[src/rtl/multicycle_ctrl.sv]
// Multicycle RV32I control FSM: fetch/decode/execute/memory/writeback sequencing.
// Latency: 3-5 cycles per instruction at zero wait states; outputs are Moore except mem_ready/flag-qualified strobes.
// Backpressure: stalls in FETCH, MEMREAD and MEMWRITE while mem_ready is low.
module multicycle_ctrl (
  input  logic       clk,
  input  logic       rst_n,
  input  logic [6:0] opcode,
  input  logic [2:0] funct3,
  input  logic       funct7b5,
  input  logic [3:0] flags,
  input  logic       mem_ready,
  output logic       pc_write,
  output logic       adr_src,
  output logic       mem_write,
  output logic       ir_write,
  output logic       reg_write,
  output logic [1:0] result_src,
  output logic [1:0] alu_src_a,
  output logic [1:0] alu_src_b,
  output logic [3:0] alu_op,
  output logic [2:0] imm_src,
  output logic       illegal
);

  typedef enum logic [3:0] {
    S_FETCH, S_DECODE, S_MEMADR, S_MEMREAD, S_MEMWB, S_MEMWRITE,
    S_EXEC_R, S_EXEC_I, S_ALUWB, S_BRANCH, S_JALR_ADR, S_JUMP,
    S_LUI, S_TRAP
  } state_t;

  localparam logic [6:0] OP_LOAD  = 7'b0000011;
  localparam logic [6:0] OP_STORE = 7'b0100011;
  localparam logic [6:0] OP_R     = 7'b0110011;
  localparam logic [6:0] OP_I     = 7'b0010011;
  localparam logic [6:0] OP_BR    = 7'b1100011;
  localparam logic [6:0] OP_JAL   = 7'b1101111;
  localparam logic [6:0] OP_JALR  = 7'b1100111;
  localparam logic [6:0] OP_LUI   = 7'b0110111;

  localparam logic [3:0] ALU_ADD  = 4'b0000;
  localparam logic [3:0] ALU_SUB  = 4'b0001;
  localparam logic [3:0] ALU_AND  = 4'b0010;
  localparam logic [3:0] ALU_OR   = 4'b0011;
  localparam logic [3:0] ALU_XOR  = 4'b0100;
  localparam logic [3:0] ALU_SLT  = 4'b0101;
  localparam logic [3:0] ALU_SRA  = 4'b0110;
  localparam logic [3:0] ALU_SRL  = 4'b0111;
  localparam logic [3:0] ALU_SLL  = 4'b1000;
  localparam logic [3:0] ALU_SLTU = 4'b1001;

  state_t state, state_nxt;

  logic       flag_z, flag_n, flag_c, flag_v;
  logic       br_taken, br_valid;
  logic [3:0] funct_op;

  assign flag_z = flags[0];
  assign flag_n = flags[1];
  assign flag_c = flags[2];
  assign flag_v = flags[3];

  // funct7b5 selects SUB only for register-register ops; shifts use it in both forms
  always_comb begin
    funct_op = ALU_ADD;
    case (funct3)
      3'b000:  funct_op = (state == S_EXEC_R && funct7b5) ? ALU_SUB : ALU_ADD;
      3'b001:  funct_op = ALU_SLL;
      3'b010:  funct_op = ALU_SLT;
      3'b011:  funct_op = ALU_SLTU;
      3'b100:  funct_op = ALU_XOR;
      3'b101:  funct_op = funct7b5 ? ALU_SRA : ALU_SRL;
      3'b110:  funct_op = ALU_OR;
      default: funct_op = ALU_AND;
    endcase
  end

  always_comb begin
    br_taken = 1'b0;
    br_valid = 1'b1;
    case (funct3)
      3'b000:  br_taken = flag_z;
      3'b001:  br_taken = !flag_z;
      3'b100:  br_taken = flag_n ^ flag_v;
      3'b101:  br_taken = !(flag_n ^ flag_v);
      3'b110:  br_taken = flag_c;
      3'b111:  br_taken = !flag_c;
      default: br_valid = 1'b0;
    endcase
  end

  always_comb begin
    case (opcode)
      OP_LOAD, OP_I, OP_JALR: imm_src = 3'b000;
      OP_STORE:               imm_src = 3'b001;
      OP_BR:                  imm_src = 3'b010;
      OP_JAL:                 imm_src = 3'b011;
      OP_LUI:                 imm_src = 3'b100;
      default:                imm_src = 3'b000;
    endcase
  end

  always_ff @(posedge clk) begin
    if (!rst_n) state <= S_FETCH;
    else        state <= state_nxt;
  end

  always_comb begin
    state_nxt = state;
    case (state)
      S_FETCH:    if (mem_ready) state_nxt = S_DECODE;
      S_DECODE: begin
        case (opcode)
          OP_LOAD, OP_STORE: state_nxt = S_MEMADR;
          OP_R:              state_nxt = S_EXEC_R;
          OP_I:              state_nxt = S_EXEC_I;
          OP_BR:             state_nxt = S_BRANCH;
          OP_JAL:            state_nxt = S_JUMP;
          OP_JALR:           state_nxt = S_JALR_ADR;
          OP_LUI:            state_nxt = S_LUI;
          default:           state_nxt = S_TRAP;
        endcase
      end
      S_MEMADR:   state_nxt = (opcode == OP_LOAD) ? S_MEMREAD : S_MEMWRITE;
      S_MEMREAD:  if (mem_ready) state_nxt = S_MEMWB;
      S_MEMWB:    state_nxt = S_FETCH;
      S_MEMWRITE: if (mem_ready) state_nxt = S_FETCH;
      S_EXEC_R:   state_nxt = S_ALUWB;
      S_EXEC_I:   state_nxt = S_ALUWB;
      S_ALUWB:    state_nxt = S_FETCH;
      S_BRANCH:   state_nxt = br_valid ? S_FETCH : S_TRAP;
      S_JALR_ADR: state_nxt = S_JUMP;
      S_JUMP:     state_nxt = S_ALUWB;
      S_LUI:      state_nxt = S_ALUWB;
      default:    state_nxt = S_TRAP;
    endcase
  end

  always_comb begin
    pc_write   = 1'b0;
    adr_src    = 1'b0;
    mem_write  = 1'b0;
    ir_write   = 1'b0;
    reg_write  = 1'b0;
    result_src = 2'b00;
    alu_src_a  = 2'b00;
    alu_src_b  = 2'b00;
    alu_op     = ALU_ADD;
    illegal    = 1'b0;
    case (state)
      S_FETCH: begin
        alu_src_b  = 2'b10;
        result_src = 2'b10;
        ir_write   = mem_ready;
        pc_write   = mem_ready;
      end
      S_DECODE: begin
        alu_src_a = 2'b01;
        alu_src_b = 2'b01;
      end
      S_MEMADR, S_JALR_ADR: begin
        alu_src_a = 2'b10;
        alu_src_b = 2'b01;
      end
      S_MEMREAD:  adr_src = 1'b1;
      S_MEMWB: begin
        result_src = 2'b01;
        reg_write  = 1'b1;
      end
      S_MEMWRITE: begin
        adr_src   = 1'b1;
        mem_write = 1'b1;
      end
      S_EXEC_R: begin
        alu_src_a = 2'b10;
        alu_op    = funct_op;
      end
      S_EXEC_I: begin
        alu_src_a = 2'b10;
        alu_src_b = 2'b01;
        alu_op    = funct_op;
      end
      S_ALUWB:    reg_write = 1'b1;
      S_BRANCH: begin
        alu_src_a = 2'b10;
        alu_op    = ALU_SUB;
        pc_write  = br_valid && br_taken;
      end
      S_JUMP: begin
        alu_src_a = 2'b01;
        alu_src_b = 2'b10;
        pc_write  = 1'b1;
      end
      S_LUI: begin
        alu_src_a = 2'b11;
        alu_src_b = 2'b01;
      end
      S_TRAP:     illegal = 1'b1;
      default: ;
    endcase
  end

endmodule
[config.mk]
export PLATFORM = sky130hd
export DESIGN_NAME = multicycle_ctrl
export DESIGN_NICKNAME = d
export VERILOG_FILES = /design/src/rtl/multicycle_ctrl.sv
export SDC_FILE = /design/constraint.sdc
export NUM_CORES = 1
export LEC_CHECK = 0
export BUFFER_PORTS_ARGS = -buffer_cell sky130_fd_sc_hd__buf_2
export CORE_MARGIN = 5
export CORE_UTILIZATION = 42
export DETAILED_ROUTE_END_ITERATION = 7
export PLACE_DENSITY = 0.83
export SKIP_LAST_GASP = 1
export SLEW_MARGIN = 20
export SYNTH_ARGS = -nofsm -noshare
export SYNTH_HDL_FRONTEND = slang
export SYNTH_SLANG_ARGS = --single-unit
[constraint.sdc]
create_clock -name clk -period 1.3 [get_ports clk]
set_input_delay 0.13 -clock clk [delete_from_list [all_inputs] [get_ports clk]]
set_output_delay 0.13 -clock clk [all_outputs]
set_load 0.005 [all_outputs]
==> flow_summary_export.csv, run 1 <==
group,metric,value,unit
status,status,"complete, but fails checks",
floorplan,start_util,43.2,%
place,routabilityCongestion,0.895,
timing,hold_slack,161,ps
final_layout,area_growth,83.3,%
timing,fmax,634,MHz
clock_network,cts-buffers-inserted,3,
clock_network,cts_sinks,4,
status,violations,"negative setup slack",
route,ant_nets,0,
global_route,grt_pass1_vias,1109,
clock_network,cts_buffer_depth,2,
route,drc,0,
critical_path,cp-start-kind,"flip-flop",
power_and_ir_drop,p_leak,0.702,nW
global_route,antenna_found_initial,0,
floorplan,die-width,54.4,µm
global_route,gr-total-overflow,0,
power_and_ir_drop,power_density,1410,nW/µm²
logic_synthesis,syn_area_per_cell,6.80,µm²
logic_synthesis,synthesis.instances,122,
floorplan,die_area,2960,µm²
final_layout,drive_gt1_share,60.7,%
floorplan,core_area,1920,µm²
min_path,hp-class,"in2reg",
final_layout,fillers,117,
logic_synthesis,async_flop_share,0,%
final_layout,regMostFlops,"state",
logic_synthesis,synth-edff-count,0,
clock_network,cts_tree,"yes",
critical_path,arrival,1450,ps
critical_path,critical_path_peak_fanout,3,
place,io_buffers,36,
timing,relSlewSlack,72.9,%
critical_path,r2r_slack,-70,ps
clock_network,cts_root_buf,"clkbuf_4",
timing,worst_pin_slew,406,ps
place,dp.cells,197,
route,drtIter0Drc,87,
clock_network,clkTransAtPathRegs,40,ps
timing,fin_crit,1580,ps
floorplan,ios,37,
logic_synthesis,synth_warnings,0,
critical_path,setup.worst_path.class,"reg2out",
timing,fin_crit_sh,121,%
logic_synthesis,ys_ff_latch,4,
logic_synthesis,syn-num-nets,140,
logic_synthesis,synth-compound-area-share,33.5,%
clock_network,hold_buffers,0,
logic_synthesis,synth-xor-area-share,6.33,%
final_layout,final_common_cell,"buf_2",
global_route,grt_max_degree,13,
timing,setup_viol,18,
final_layout,fin_cells,218,
clock_network,cts_htree_levels,1,
global_route,grt_usage,23.4,%
logic_synthesis,muxShareOfSynthArea,0,%
logic_synthesis,synth_top_family_by_area,"simple AND/OR/NAND/NOR gates",
logic_synthesis,synth_flop_cell,"dfxtp_1",
timing,hold_violations,0,
route,routed_wl,4020,µm
timing,clock_skew,9.31,ps
final_layout,final_cell_mix,"buf_2, buf_4, buf_6, nand2_1, a21oi_1",
route,drt-vias-per-instance,6.16,
power_and_ir_drop,ir_drop,0.000990,V
timing,rsz0062_at_grt,"true",
final_layout,fin_nets,211,
min_path,holdPathStages,2,
logic_synthesis,synthSimpleGateAreaFrac,41.8,%
critical_path,reg2reg_depth,7,
logic_synthesis,synthDistinctLibCells,46,
critical_path,cp.required,1170,ps
global_route,grt_first_pass_wirelength,5050,µm
clock_network,clock_latency,240,ps
critical_path,endpoint_kind,"output port",
timing,layout_setup_ws,-277,ps
floorplan,die_h,54.4,µm
route,via_count,1342,
final_layout,largest_reg_flops,4,
final_layout,largestRegisters,"state x4",
timing,final.setup.tns,-2460,ps
logic_synthesis,yosysSeqAreaShare,9.65,%
place,dp_hpwl,2170,µm
run,cap_violations,0,
route,first_pass_iters,4,
route,post_drt_wl_per_cell,18.4,µm
logic_synthesis,netlist_area,830,µm²
timing,slew_violations,0,
final_layout,n_antenna_cell,0,
logic_synthesis,synth_fa_ha_area_share,0,%
floorplan,rows,16,
-- power by group --
group | switching [mW] | total, mW | internal [mW]
Clock | 0.0571 | 0.161 | 0.104
Combinational | 0.832 | 1.78 | 0.949
Sequential | 0.0405 | 0.208 | 0.167
Total | 0.930 | 2.15 | 1.22
-- worst max-delay path, cell delays in order (launching register included) --
cell     delay [ps]
dfxtp_4         350
nor2b_4         140
buf_6           110
or3b_1          350
o21ai_1         110
buf_2           140
-- layer usage --
layer	vias up	global-route usage (%)	routed length, µm	part of all wire [%]
li1	590	-	-	-
met1	615	29.9	1550	38
met2	106	39.8	1910	48
met3	31	4.36	394	9.8
met4	0	6.22	166	4.1
met5	-	0	0	0
-- metrics by stage --
step                util [%]  area [µm²]  power [mW]  setup slack [ps]
CTS                     66.5        1280        1.61              -198
finish                  79.1        1520        2.15              -277
global placement        59.5        1140        1.21              10.6
global route            79.1        1520        2.27              -310
detailed placement      59.5        1140        1.26             -83.7
floorplan                  -         830       0.840              75.9
-- area by class of cell --
cell class,count,area [µm²],share of cell area (%)
tap,27,33.8,2.22
sequential,4,92.6,6.09
timing repair buffer,76,567,37.3
multi-input combinational,106,795,52.3
inverter,2,10.0,0.658
clock buffer,3,22.5,1.48
-- timing repair --
| item | 4_1_cts | 5_1_grt |
|---|---|---|
| gates resized for setup | 22 | 36 |
| buffers inserted | 5 | 11 |
| setup endpoints to repair | 18 | 19 |
| pin swaps | 9 | 15 |
| cloned | 1 | 1 |
| endpoints found under the hold margin | 0 | 0 |
-- worst paths after layout --
| check | start | end |
|---|---|---|
| worst max-delay path | state[3] | alu_src_a[0] |
| worst min-delay path | rst_n | state[3] |
| worst max register to register | state[3] | state[3] |
| worst min register to register | state[2] | state[2] |
-- cell usage after synthesis (2+ instances only) --
library cell  count  area, µm²
clkbuf_1          2       7.51
nor2b_1           8       50.1
nand3_1           3       15.0
nor2_1            9       33.8
o32a_1            2       20.0
a21oi_1           9       45.0
o21ai_0           3       15.0
xor2_1            2       17.5
inv_1             2       7.51
nand4b_1          2       17.5
nand2b_1          4       25.0
a211oi_1          3       22.5
o211ai_1          3       22.5
nand3b_1          2       15.0
or3b_1            2       17.5
nand2_1          15       56.3
a2bb2oi_1         2       17.5
o21ai_1           3       15.0
buf_6             3       33.8
nor3_1            6       30.0
xnor2_1           4       35.0
dfxtp_1           4       80.1
nor4_1            3       18.8
buf_2             4       20.0
-- kinds of logic (layout without fill, tap and decap cells) --
logic type	after synthesis	count (layout)
flops	4	4
simple gates	63	63
compound gates	37	37
buf+inv	12	81
xor+xnor	6	6
Power figures use the tool's default switching activity.
==> inputs of run 2 (changes only) <==
--- a/config.mk
+++ b/config.mk
@@ -7,9 +7,10 @@
 export LEC_CHECK = 0
 export BUFFER_PORTS_ARGS = -buffer_cell sky130_fd_sc_hd__buf_2
 export CORE_MARGIN = 5
-export CORE_UTILIZATION = 42
+export CORE_UTILIZATION = 35
+export CTS_BUF_LIST = sky130_fd_sc_hd__clkbuf_4 sky130_fd_sc_hd__clkbuf_8 sky130_fd_sc_hd__clkbuf_16
 export DETAILED_ROUTE_END_ITERATION = 7
-export PLACE_DENSITY = 0.83
+export PLACE_DENSITY = 0.73
 export SKIP_LAST_GASP = 1
 export SLEW_MARGIN = 20
 export SYNTH_ARGS = -nofsm -noshare
==> run 2 against run 1 <==
Net effect: the run still ends with negative setup slack left; first-iteration DRC count decreased by 40%; sequential power down 6%; worst setup slack improved by 59 ps; maximum frequency up 3.9%; total power is 19% lower; core utilization is 15 points lower; register-to-register slack lost 30 ps; routed wire length down 23%; combinational power down 21%; die area is 16% higher; final cell count did not move; critical path type unchanged; critical endpoint unchanged; largest cell class unchanged; largest power group unchanged; highest routed layer unchanged.
==> flow_summary_export.csv, run 2 (synthesis results as in run 1) <==
group,metric,value,unit
timing,fin_crit,1520,ps
timing,layout_setup_ws,-218,ps
status,violations,"negative setup slack",
route,first_pass_iters,4,
clock_network,hold_buffers,0,
clock_network,clock_latency,230,ps
global_route,grt_first_pass_wirelength,4620,µm
global_route,antenna_found_initial,0,
clock_network,cts_root_buf,"clkbuf_4",
route,via_count,1218,
final_layout,area_growth,73.8,%
route,drtIter0Drc,52,
clock_network,cts-buffers-inserted,3,
final_layout,fillers,184,
clock_network,cts_htree_levels,1,
route,drt-vias-per-instance,5.59,
final_layout,final_common_cell,"buf_2",
critical_path,arrival,1390,ps
critical_path,endpoint_kind,"output port",
floorplan,core_area,2230,µm²
status,status,"complete, but fails checks",
route,routed_wl,3100,µm
clock_network,cts_sinks,4,
timing,setup_viol,16,
clock_network,cts_tree,"yes",
global_route,grt_pass1_vias,1072,
floorplan,die_area,3440,µm²
power_and_ir_drop,ir_drop,0.00105,V
critical_path,critPathBufInv,2,
run,cap_violations,0,
timing,fin_crit_sh,117,%
global_route,grt_max_degree,17,
route,post_drt_wl_per_cell,14.2,µm
place,dp_hpwl,2050,µm
timing,slew_violations,0,
final_layout,drive_gt1_share,55.8,%
global_route,gr-total-overflow,0,
place,post_dp_cell_area,1140,µm²
critical_path,setup.worst_path.class,"reg2out",
route,ant_nets,0,
final_layout,largestRegisters,"state x4",
critical_path,cp_cell_sequence,"nor2b_4 -> buf_6 -> or3b_1 -> o21ai_1 -> buf_2",
global_route,grt_usage,16.5,%
critical_path,cp_slowest_cell,"dfxtp_4",
final_layout,final_cell_mix,"buf_2, buf_4, nand2_1, buf_6",
timing,relSlewSlack,73.8,%
power_and_ir_drop,p_int,1.00,mW
clock_network,cts_buffer_depth,2,
power_and_ir_drop,combPwrFrac,80.4,%
final_layout,fin_nets,210,
final_layout,largest_reg_flops,4,
place,routabilityCongestion,0.869,
critical_path,cp-start-kind,"flip-flop",
floorplan,rows,17,
route,drc,0,
final_layout,regMostFlops,"state",
power_and_ir_drop,power_density,1220,nW/µm²
timing,fmax,659,MHz
timing,clock_skew,2.99,ps
critical_path,reg2reg_depth,6,
place,io_buffers,36,
min_path,hp-class,"in2reg",
final_layout,seq_area,90.1,µm²
final_layout,multi_input_area,764,µm²
final_layout,finalInstanceArea,1440,µm²
timing,final.setup.tns,-1670,ps
critical_path,r2r_start,"state[3]",
floorplan,ios,37,
floorplan,die-width,58.7,µm
final_layout,n_antenna_cell,0,
critical_path,critical_path_peak_fanout,5,
power_and_ir_drop,p_leak,0.677,nW
power_and_ir_drop,power.share.clock,8.5,%
power_and_ir_drop,seq_power_share,11.2,%
min_path,worstHoldStart,"rst_n",
floorplan,start_util,37.1,%
min_path,holdPathStages,3,
timing,rsz0062_at_grt,"true",
critical_path,cpLargestDelayFamily,"simple AND/OR/NAND/NOR gates",
floorplan,die_h,58.7,µm
power_and_ir_drop,p_switching,0.747,mW
critical_path,cp.depth,5,
place,dp_slack,-98.3,ps
critical_path,cp.required,1170,ps
critical_path,slowest_delay,350,ps
power_and_ir_drop,swShare,42.7,%
timing,worst_pin_slew,392,ps
timing,hold_violations,0,
critical_path,startpoint,"state[3]",
clock_network,clkTransAtPathRegs,40,ps
## run 2: changes by cell type in the layout (fill, tap and decap cells not counted), moves of 2 or more
| cell | change |
|---|---|
| buf_6 | -6 |
| nor3_1 | +3 |
| nand2_2 | -4 |
| nor2_4 | -2 |
| buf_2 | +3 |
| nand2_1 | +4 |
| inv_1 | +2 |
| nor3_2 | -3 |
| buf_4 | +3 |
## run 2: final cells by class
type / count / share of cell area, %
sequential: 4 / 6.25
clock buffer: 3 / 1.56
inverter: 2 / 0.521
tap: 28 / 2.43
timing repair buffer: 75 / 36.2
multi-input combinational: 106 / 53.0
## run 2: stage by stage
step / instances / hold WS (ps) / util, % / power, mW
5_1_grt: 218 / 175 / 64.5 / 1.90
2_1_floorplan: 122 / 253 / - / 0.840
3_3_place_gp: 197 / 411 / 50.9 / 1.24
3_5_place_dp: 197 / 413 / 50.9 / 1.26
4_1_cts: 205 / 153 / 56.7 / 1.56
6_report: 218 / 179 / 64.5 / 1.75
## run 2: repair_timing
item,4_1_cts,5_1_grt
pin swaps,9,12
resized for setup,22,16
setup endpoints to repair,18,18
gates cloned,0,1
setup buffers,5,12
## run 2: worst paths after layout
kind / endpoint / slack, ps
hold reg to reg: state[0] / 690
hold / removal: state[0] / 180
setup / recovery: alu_src_a[0] / -220
setup reg to reg: state[2] / -100
## run 2: layer usage
layer | wire length (µm) | vias to the layer above | track usage (%) | share of wire (%)
met5 | 0 | - | 0 | 0
met2 | 1660 | 47 | 30.0 | 54
met3 | 182 | 7 | 2.41 | 5.9
met4 | 17 | 0 | 2.91 | 0.55
li1 | - | 588 | - | -
met1 | 1240 | 576 | 20.8 | 40
## run 2: worst register-to-register path: stages (launching register included)
cell     delay, ps
dfxtp_4        350
nor2b_4        130
buf_4          130
buf_4          130
a22o_1         210
a32oi_2        190
a31oi_1        110
## run 2: power by group through the flow
stage | clock network, mW | registers (mW) | logic, mW
floorplan | 0 | 0.177 | 0.663
global placement | 0 | 0.178 | 1.06
detailed placement | 0 | 0.178 | 1.09
CTS | 0.158 | 0.185 | 1.22
global route | 0.169 | 0.203 | 1.53
finish | 0.149 | 0.195 | 1.41
==> inputs of run 3 (changes only) <==
--- a/config.mk
+++ b/config.mk
@@ -6,11 +6,13 @@
 export NUM_CORES = 1
 export LEC_CHECK = 0
 export BUFFER_PORTS_ARGS = -buffer_cell sky130_fd_sc_hd__buf_2
+export CAP_MARGIN = 20
 export CORE_MARGIN = 5
 export CORE_UTILIZATION = 35
 export CTS_BUF_LIST = sky130_fd_sc_hd__clkbuf_4 sky130_fd_sc_hd__clkbuf_8 sky130_fd_sc_hd__clkbuf_16
+export CTS_CLUSTER_DIAMETER = 120
 export DETAILED_ROUTE_END_ITERATION = 7
-export PLACE_DENSITY = 0.73
+export PLACE_DENSITY = 0.7
 export SKIP_LAST_GASP = 1
 export SLEW_MARGIN = 20
 export SYNTH_ARGS = -nofsm -noshare
==> constraint.sdc (replaced) <==
create_clock -name clk -period 2 [get_ports clk]
set_input_delay 0.2 -clock clk [delete_from_list [all_inputs] [get_ports clk]]
set_output_delay 0.2 -clock clk [all_outputs]
set_load 0.005 [all_outputs]
==> run 3 against run 2 <==
Net effect: the run now ends clean; final cell count shrank 16%; total power fell by 51%; critical path depth unchanged; core utilization decreased by 18 points; combinational power decreased by 57%; clock-buffer cell count is the same; die area unchanged; hold slack improved by 58 ps; critical path type unchanged; critical endpoint is now pc_write; largest cell class unchanged; largest power group unchanged; highest routed layer unchanged.
==> flow_summary_export.csv, run 3 (synthesis results as in run 1) <==
group,metric,value,unit
final_layout,drive_gt1_share,32.7,%
timing,slew_violations,0,
clock_network,post_cts_buffers,0,
timing,fin_crit_sh,91.1,%
clock_network,cts_htree_levels,1,
place,dp_hpwl,2010,µm
final_layout,fillers,241,
clock_network,cts_root_buf,"clkbuf_4",
critical_path,cp_cell_sequence,"buf_4 -> nor2b_1 -> nand2_1 -> o32ai_2 -> buf_2",
final_layout,fin_nets,176,
place,routabilityCongestion,0.870,
critical_path,critical_path_peak_fanout,11,
critical_path,setup.worst_path.class,"reg2out",
floorplan,ios,37,
status,status,"complete, no violations",
route,drc,0,
critical_path,slowest_delay,320,ps
clock_network,cts_tree,"yes",
power_and_ir_drop,power_density,819,nW/µm²
critical_path,reg2reg_depth,5,
floorplan,die-width,58.7,µm
final_layout,area_growth,25.3,%
final_layout,regMostFlops,"state",
floorplan,die_area,3440,µm²
final_layout,final_cell_mix,"buf_2, nand2_1, nor2_1, a21oi_1, nor2b_1",
clock_network,cts-buffers-inserted,3,
timing,fin_crit,1820,ps
clock_network,hold_buffers,0,
clock_network,clock_latency,250,ps
timing,final.setup.tns,0,ps
timing,hold_violations,0,
power_and_ir_drop,p_leak,0.459,nW
timing,relSlewSlack,66.1,%
final_layout,largest_reg_flops,4,
global_route,grt_pass1_vias,916,
clock_network,cts_buffer_depth,2,
min_path,holdPathStages,2,
global_route,grt_first_pass_wirelength,4040,µm
critical_path,cp_slowest_cell,"dfxtp_1",
route,first_pass_iters,4,
critical_path,endpoint_kind,"output port",
route,routed_wl,2480,µm
timing,hold_slack,237,ps
route,via_count,1011,
global_route,gr-total-overflow,0,
route,drt-vias-per-instance,5.49,
floorplan,die_h,58.7,µm
final_layout,n_antenna_cell,0,
clock_network,cts_sinks,4,
route,post_drt_wl_per_cell,13.5,µm
floorplan,start_util,37.1,%
clock_network,post_cts_resized,0,
min_path,hp-class,"in2reg",
route,ant_nets,0,
final_layout,final_util,46.6,%
floorplan,core_area,2230,µm²
timing,clock_skew,8.64,ps
critical_path,cp-start-kind,"flip-flop",
clock_network,clkTransAtPathRegs,40,ps
critical_path,cp.required,1800,ps
final_layout,final_common_cell,"buf_2",
route,drtIter0Drc,38,
global_route,antenna_found_initial,0,
timing,rsz0062_at_grt,"false",
power_and_ir_drop,ir_drop,0.000699,V
floorplan,rows,17,
global_route,grt_usage,14.5,%
timing,setup_viol,0,
timing,fmax,549,MHz
final_layout,largestRegisters,"state x4",
place,io_buffers,36,
critical_path,arrival,1620,ps
global_route,grt_max_degree,22,
run,cap_violations,0,
timing,worst_pin_slew,508,ps
[run 3: changes by cell type in the layout (fill, tap and decap cells not counted), sizes merged]
| cell | before | now |
|---|---|---|
| buf | 74 | 41 |
| clkbuf | 4 | 3 |
[run 3: metrics by stage]
stage	area [µm²]	power (mW)	instances	setup slack (ps)
floorplan	830	0.546	122	718
finish	1040	0.851	184	178
detailed placement	1020	0.746	181	437
global placement	1020	0.722	181	503
global route	1040	0.938	184	60.0
CTS	1040	0.855	184	166
[run 3: cell type report]
type,instances,area (µm²),share of cell area (%)
clock buffers,3,22.5,2.17
inverters,2,7.51,0.722
multi-input cells,106,677,65.1
flip-flops and latches,4,80.1,7.70
well taps,28,35.0,3.37
repair buffers,41,218,20.9
[run 3: layer usage]
layer | track usage [%] | share of wire, %
met1 | 17.6 | 43
met2 | 25.5 | 51
met4 | 2.91 | 0.36
met5 | 0 | 0
met3 | 3.95 | 5.7
[run 3: path summary, 6_finish.rpt]
path | slack (ps) | end | startpoint
setup / recovery | 180 | pc_write | state[1]
hold / removal | 240 | state[3] | rst_n
setup reg to reg | 480 | state[0] | state[1]
hold reg to reg | 720 | state[1] | state[0]
[run 3: critical path: cells and delay by family, from the launching register on]
family,cells,cell delay [ps]
flops,1,320
simple gates,2,450
buf+inv,2,330
compound gates,1,280
[run 3: report_power, final]
part           internal [mW]  switching, mW
logic                  0.282          0.324
clock network         0.0674         0.0378
registers              0.101         0.0389
total                  0.451          0.401
